[src/rtl/single_port_register_arbiter.sv]
// Round-robin front end for a shared single-port word array: grants one requester
// per cycle, sanitises byte-enable codes, and returns tagged responses two cycles later.

module spra_lane (
  input  logic       write,
  input  logic [3:0] code,
  output logic       wr_ok,
  output logic       wr_bad
);
  logic legal;

  always_comb begin
    legal = 1'b0;
    case (code)
      4'hf, 4'h7, 4'h3, 4'h1: legal = 1'b1;
      default:                legal = 1'b0;
    endcase
  end

  assign wr_ok  = write & legal;
  assign wr_bad = write & ~legal;
endmodule

module single_port_register_arbiter #(
  parameter int NUM_REQ    = 2,
  parameter int WIDTH      = 32,
  parameter int DEPTH      = 1024,
  parameter int ADDR_WIDTH = $clog2(DEPTH),
  parameter int ID_WIDTH   = $clog2(NUM_REQ)
) (
  input  logic                                 clk,
  input  logic                                 rst_n,
  input  logic                                 hold,
  input  logic [NUM_REQ-1:0]                   req_valid,
  output logic [NUM_REQ-1:0]                   req_ready,
  input  logic [NUM_REQ-1:0]                   req_write,
  input  logic [NUM_REQ-1:0][3:0]              req_we,
  input  logic [NUM_REQ-1:0][ADDR_WIDTH-1:0]   req_addr,
  input  logic [NUM_REQ-1:0][WIDTH-1:0]        req_wdata,
  output logic                                 rsp_valid,
  output logic [ID_WIDTH-1:0]                  rsp_id,
  output logic [WIDTH-1:0]                     rsp_rdata,
  output logic                                 rsp_err,
  output logic                                 busy,
  output logic                                 ram_en,
  output logic [3:0]                           ram_we,
  output logic [ADDR_WIDTH-1:0]                ram_addr,
  output logic [WIDTH-1:0]                     ram_din,
  input  logic [WIDTH-1:0]                     ram_dout
);
  localparam int STAGES = 2;

  logic [NUM_REQ-1:0]  wr_ok, wr_bad;
  logic [ID_WIDTH-1:0] rr_ptr, win;
  logic                found, grant;
  logic [STAGES:1]     vld_pipe;
  logic [ID_WIDTH-1:0] b_id;
  logic                b_err, b_rd, c_rd;

  for (genvar i = 0; i < NUM_REQ; i++) begin : g_lane
    spra_lane u_lane (
      .write  (req_write[i]),
      .code   (req_we[i]),
      .wr_ok  (wr_ok[i]),
      .wr_bad (wr_bad[i])
    );
  end

  // Rotating search from rr_ptr; the extra index bit absorbs the wrap before reduction.
  always_comb begin
    logic [ID_WIDTH:0] idx;
    win   = '0;
    found = 1'b0;
    idx   = '0;
    for (int k = 0; k < NUM_REQ; k++) begin
      idx = {1'b0, rr_ptr} + (ID_WIDTH+1)'(k);
      if (idx >= (ID_WIDTH+1)'(NUM_REQ)) idx = idx - (ID_WIDTH+1)'(NUM_REQ);
      if (!found && req_valid[idx[ID_WIDTH-1:0]]) begin
        found = 1'b1;
        win   = idx[ID_WIDTH-1:0];
      end
    end
  end

  assign grant = found & ~hold;

  always_comb begin
    req_ready = '0;
    if (grant) req_ready[win] = 1'b1;
  end

  always_ff @(posedge clk or negedge rst_n) begin
    if (!rst_n) begin
      rr_ptr    <= '0;
      vld_pipe  <= '0;
      b_id      <= '0;
      b_err     <= 1'b0;
      b_rd      <= 1'b0;
      ram_en    <= 1'b0;
      ram_we    <= '0;
      ram_addr  <= '0;
      ram_din   <= '0;
      rsp_id    <= '0;
      rsp_err   <= 1'b0;
      c_rd      <= 1'b0;
    end else begin
      vld_pipe <= {vld_pipe[1], grant};
      if (grant) begin
        rr_ptr   <= (win == ID_WIDTH'(NUM_REQ-1)) ? '0 : win + 1'b1;
        b_id     <= win;
        b_err    <= wr_bad[win];
        b_rd     <= ~req_write[win];
        // Illegal codes degrade to a read so the array word is never zeroed.
        ram_en   <= wr_ok[win];
        ram_we   <= wr_ok[win] ? req_we[win] : 4'h0;
        ram_addr <= req_addr[win];
        if (wr_ok[win]) ram_din <= req_wdata[win];
      end else begin
        ram_en <= 1'b0;
        ram_we <= 4'h0;
      end
      rsp_id  <= b_id;
      rsp_err <= vld_pipe[1] & b_err;
      c_rd    <= vld_pipe[1] & b_rd;
    end
  end

  // The array registers its output on the same edge that raises rsp_valid.
  assign rsp_valid = vld_pipe[2];
  assign rsp_rdata = c_rd ? ram_dout : '0;
  assign busy      = |vld_pipe;
endmodule

[config.mk]
export PLATFORM = sky130hd
export DESIGN_NAME = single_port_register_arbiter
export DESIGN_NICKNAME = d
export VERILOG_FILES = /design/src/rtl/single_port_register_arbiter.sv
export SDC_FILE = /design/constraint.sdc
export NUM_CORES = 1
export LEC_CHECK = 0
export BUFFER_PORTS_ARGS = -buffer_cell sky130_fd_sc_hd__buf_2
export CAP_MARGIN = 25
export CORE_ASPECT_RATIO = 0.9
export CORE_MARGIN = 2
export CORE_UTILIZATION = 44
export DETAILED_ROUTE_END_ITERATION = 8
export GPL_TIMING_DRIVEN = 0
export PLACE_DENSITY_LB_ADDON = 0.1
export RECOVER_POWER = 100
export SETUP_SLACK_MARGIN = 0.2
export SLEW_MARGIN = 10
export SYNTH_ARGS = -nofsm -noshare
export SYNTH_HDL_FRONTEND = slang
export SYNTH_SLANG_ARGS = --single-unit
[constraint.sdc]
create_clock -name clk -period 3.83 [get_ports clk]
set_input_delay 0.383 -clock clk [delete_from_list [all_inputs] [get_ports clk]]
set_output_delay 0.383 -clock clk [all_outputs]
set_load 0.03 [all_outputs]
-- Yosys cells after proc, flatten, opt, wreduce, memory -nomap -nowiden
Cells that the tools add are included.
W data, S select, Z words.
- multipliers: 0
- divide/modulo/power cells: 0
- shift operators: 0
- equality and inequality tests: 8
- bitwise gates (word level): 11
- $lt $le $gt $ge: 6
- mux-type cells: 32
- add/sub/neg operators: 4
- reduce and logical (&&, ||, !) cells: 7
- operator list (cell ; count):
    $mux W32 ; 3
    $mux W1 ; 21
    $mux W10 ; 2
    $mux W4 ; 4
    $eq A4 B1 Y1 const B ; 2
    $eq A4 B2 Y1 const B ; 2
    $eq A4 B3 Y1 const B ; 2
    $eq A4 B4 Y1 const B ; 2
    $reduce_or A4 Y1 ; 2
    $and A1 B1 Y1 ; 7
    $lt A1 B2 Y1 const B ; 3
    $not A1 Y1 ; 4
    $add A1 B1 Y2 const B ; 1
    $ge A1 B2 Y1 const B ; 1
    $ge A2 B2 Y1 const B ; 1
    $logic_and A1 B1 Y1 ; 2
    $mux W2 ; 1
    $reduce_and A2 Y1 ; 1
    $reduce_or A2 Y1 ; 1
    $sub A1 B1 Y1 const B ; 2
    $add A1 B1 Y1 const B ; 1
    $demux W1 S1 ; 1
    $ge A1 B1 Y1 const B ; 1
    $logic_not A1 Y1 ; 1
- bits in writable memories: 0
- register bits: 56
- bits in read-only memories: 0
- latch bits: 0
- memories kept: 0
- output and inout bits: 85

-- Longest topological paths before layout
- word-level depth: 13
- depth in mapped cells: 7
- gate-level depth less buffers: 5

-- Hierarchy
Synthesis repeated with hierarchy kept, for this count alone.
- cell total of the unflattened synthesis: 231
- area total of the unflattened synthesis: 2979.1 µm²
- by module, submodules not included (module ; cells each ; area an instance (µm²) ; instances):
    single_port_register_arbiter ; 221 ; 2901.5 ; 1
    spra_lane ; 5 ; 38.8 ; 2

-- Worst setup path before layout
No wires, ideal clock.
- path kind: input -> register
- start: input port hold
- end: register ram_din[0]
- data required time: 3.705 ns
- cell stages on the path: 6
- arrival time: 1.865 ns
- path slack: 1.840 ns
- path buffers: 2
- cells stage by stage: o21bai_2 or3_1 buf_2 a2bb2oi_4 buf_12 mux2_4
- word-level cells in the longest chain between the ends: 3
- ends and longest elaborated chain (what ; RTL line ; text):
    start: declaration ; 33 ; input logic hold,
    $not A1 Y1 ; 85 ; assign grant = found & ~hold;
    $and A1 B1 Y1 ; 85 ;
    $reduce_and A2 Y1 (no source line) ; -- ;
    end signal: assignment ; 117 ; if (wr_ok[win]) ram_din <= req_wdata[win];
    end: declaration ; 48 ; output logic [WIDTH-1:0] ram_din,
Every way passes these cells.
A chain may end at the register's enable or synchronous reset.

-- Worst setup path in the final report
- start: register rr_ptr
- end: register ram_din[6]
- word-level cells in the longest chain between the ends: 11
- elaborated cells on any way between the ends: 23
- ends and longest elaborated chain (what ; RTL line ; text):
    start: declaration ; 54 ; logic [ID_WIDTH-1:0] rr_ptr, win;
    start signal: assignment ; 109 ; rr_ptr <= (win == ID_WIDTH'(NUM_REQ-1)) ? '0 : win + 1'b1;
    $ge A1 B2 Y1 / $sub A1 B1 Y1 (equally long branches) ; 77 ; if (idx >= (ID_WIDTH+1)'(NUM_REQ)) idx = idx - (ID_WIDTH+1)'(NUM_REQ);
    $mux W1 ; 77 ;
    $mux W1 (not written as such) (2 in a row) ; 78 ; if (!found && req_valid[idx[ID_WIDTH-1:0]]) begin
    $mux W1 ; 78 ;
    $logic_not A1 Y1 ; 78 ;
    $logic_and A1 B1 Y1 ; 78 ;
    $mux W1 ; 78 ;
    $mux W1 (not written as such) (2 in a row) ; 117 ;
    $reduce_and A2 Y1 (no source line) ; -- ;
Parallel ways exist; a longest one is shown, timed or not. The select of a mux whose other input is x is not followed.

==> metrics.md <==
| Metric | Value |
|---|---|
| DR vias | `2554` |
| RSZ-0062 raised after global routing | `false` |
| P per Cell Area | `483 nW/um2` |
| Drt pass-1 iters | `4` |
| Seq/Total Area, Yosys | `0.479` |
| GR met1 Demand/Resource | `0.244` |
| TNS Setup | `0 ns` |
| Flop2flop setup slack | `1.13 ns` |
| Post-synth EDFFs | `0` |
| Global route overflow | `0` |
| Critical-path maximum fanout | `10` |
| Avg Vias per Cell | `4.67` |
| CTS buffer count | `5` |
| DRC | `0` |
| Fin. max-slew vios | `0` |
| # fillers | `644` |
| Register area | `1400 um2` |
| Synth warnings | `0` |
| Area of the multi-input gates | `1300 um2` |
| Syn Nets | `364` |
| Leakage power | `1.96 nW` |
| All-Layer GR Usage | `0.208` |
| IO Pins | `216` |
| Worst Setup Start Kind | `flip-flop` |
| FFs w/ async S/R, synth | `1.00` |
| Clk root buf | `clkbuf_8` |
| Fin crit share | `0.705` |
| Post-synth top area share | `0.479` |
| Clock period minus worst slack | `2.70 ns` |
| Num rows | `28` |
| MaxCap Viol Count | `0` |
| Met2 Use GR | `0.375` |
| Count leader, synth | `dfrtp_1` |
| Hold Crit Class | `in -> async` |
| Top cells by count, synth | `56 x dfrtp_1, 38 x mux2_2, 35 x and2_1` |
| Placed Cells incl. Taps | `539` |
| Die Wd | `89.9 um` |
| Full die area | `7310 um2` |
| Post-DP HPWL | `6.21 mm` |
| Final Hold Vio Count | `0` |
| CTS tree | `yes` |
| Worst skew pair latency | `0.31 ns` |
| Worst setup path category | `reg -> reg` |
| Outcome | `complete, no violations` |
| Iter 0 DRT Violations | `36` |
| Actual slew at the worst max-slew pin | `1.27 ns` |
| Number of global-route vias before repair | `2456` |
| Setup Viol. Count Final | `0` |
| Core area | `6520 um2` |
| Post-CTS setup repair buffer count | `0` |
| Largest net degree at the start of global routing | `37` |
| Leading post-synthesis cells by cell area | `dfrtp_1 48%, mux2_2 15%, mux2_4 13%` |
| Initial antenna violation count | `0` |
| Mapped cell area | `2920 um2` |
| Yosys cell types | `28` |
| Share of cells above drive strength 1 | `0.398` |
| Nets | `587` |
| Post-route insts no fill | `547` |
| Main synth FF type | `dfrtp_1` |
| Critical path data required time | `4.02 ns` |
| CTS clock-pin slew for the worst setup and hold paths | `0.11 ns` |
| Crit end category | `flip-flop` |
| Post-synthesis register bit count | `56` |
| Avg Cell Area, Syn | `12.5 um2` |
| Global-route wire length before repair | `12.0 mm` |
| Cts hold-fix bufs | `0` |
| Final GP Congestion | `0.809` |
| Worst Skew | `0.0129 ns` |
| Post-CTS Resized | `0` |
| Gr busiest metal | `met2` |
| Buffers on Ports | `215` |
| Peak VDD IR | `0.291 mV` |
| Clock sinks | `56` |
| Average wire per standard cell | `14.0 um` |
| Routed Wire Length | `7.68 mm` |
| Max clock buf depth | `2` |
| Antenna cells | `0` |
| FMAX | `371 MHz` |
| Grt met3 use | `0.0631` |
| Synth area leader | `dfrtp_1` |
| Area Overhead vs Synth | `37.7%` |
| Synthesized instance count | `233` |
| Post-route ant nets | `0` |
| WHS | `0.265 ns` |
| # H-tree levels | `2` |
| Starting density of the core | `0.449` |
| Slew headroom | `0.153` |
| Arrival time worst endpoint | `2.89 ns` |
| Die height | `81.3 um` |
==> area by class of cell <==
type	instances	share of cell area
sequential	56	0.348
multi-input combinational	159	0.322
clock buffer	5	0.0171
tap	90	0.0280
buffer	13	0.0230
timing repair buffer	216	0.245
inverter	5	0.00466
clock inverter	3	0.0118
==> flip-flops by register name, summed over array words and instances (netlist names), 2 cells and up <==
signal,cells
ram_we,4
ram_din,32
vld_pipe,2
ram_addr,10
==> per-layer routing <==
metal,vias up,share of wire
li1,1243,-
met1,1183,0.39
met2,116,0.51
met3,12,0.078
met4,0,0.018
met5,-,0
==> cell families after synthesis <==
family | share of synthesized area
multiplexers | 0.290
buffers and inverters | 0.0390
flip-flops | 0.479
AO/OA/AOI/OAI | 0.0582
AND/OR/NAND/NOR | 0.133
==> stage by stage <==
| stage | utilization | worst slack, ns | cell area, um2 | total power [W] |
|---|---|---|---|---|
| floorplan | - | 1.84 | 2920 | 0.00140 |
| global placement | 0.631 | 1.42 | 4110 | 0.00168 |
| detailed placement | 0.634 | 1.37 | 4130 | 0.00169 |
| CTS | 0.652 | 1.47 | 4250 | 0.00209 |
| global route | 0.618 | 0.877 | 4030 | 0.00206 |
| finish | 0.618 | 1.13 | 4030 | 0.00194 |
==> critical path, cell delays in order, from the launching register on <==
cell       delay [ns]
dfrtp_1          0.43
o21ai_2          0.52
a2bb2oi_1        1.07
buf_12           0.23
mux2_1           0.33
==> worst paths after layout <==
path                                to  depth (start not counted)         start
max                         ram_din[6]                          4        rr_ptr
min                        ram_din[21]                          1         rst_n
max reg2reg                 ram_din[6]                          4        rr_ptr
min reg2reg                     rsp_id                          0          b_id
max in group asynchronous         b_id                          2         rst_n
min in group clk           ram_addr[6]                          3  req_addr[16]
==> power by group <==
part / switching, W / internal, W / leakage [nW]
clock network: 0.000193 / 0.000197 / 0.0583
logic: 0.000505 / 0.000246 / 1.21
registers: 0.0000703 / 0.000731 / 0.685
==> placed cells by master, fill, tap and decap left out, types with 2 or more instances in the layout <==
cell and count:
and2_0 2, dfrtp_1 56, nand3_1 2, mux2_1 24, clkinv_4 2, and2_1 33, nand2_1 23, buf_2 128
mux2i_1 3, nor2_1 4, nor2b_1 4, a22oi_1 10, a2bb2oi_1 2, nand2b_1 2, inv_1 5, mux2_2 38
clkbuf_8 5, clkbuf_1 97, buf_12 3, mux2_4 2
Power figures use the tool's default switching activity.
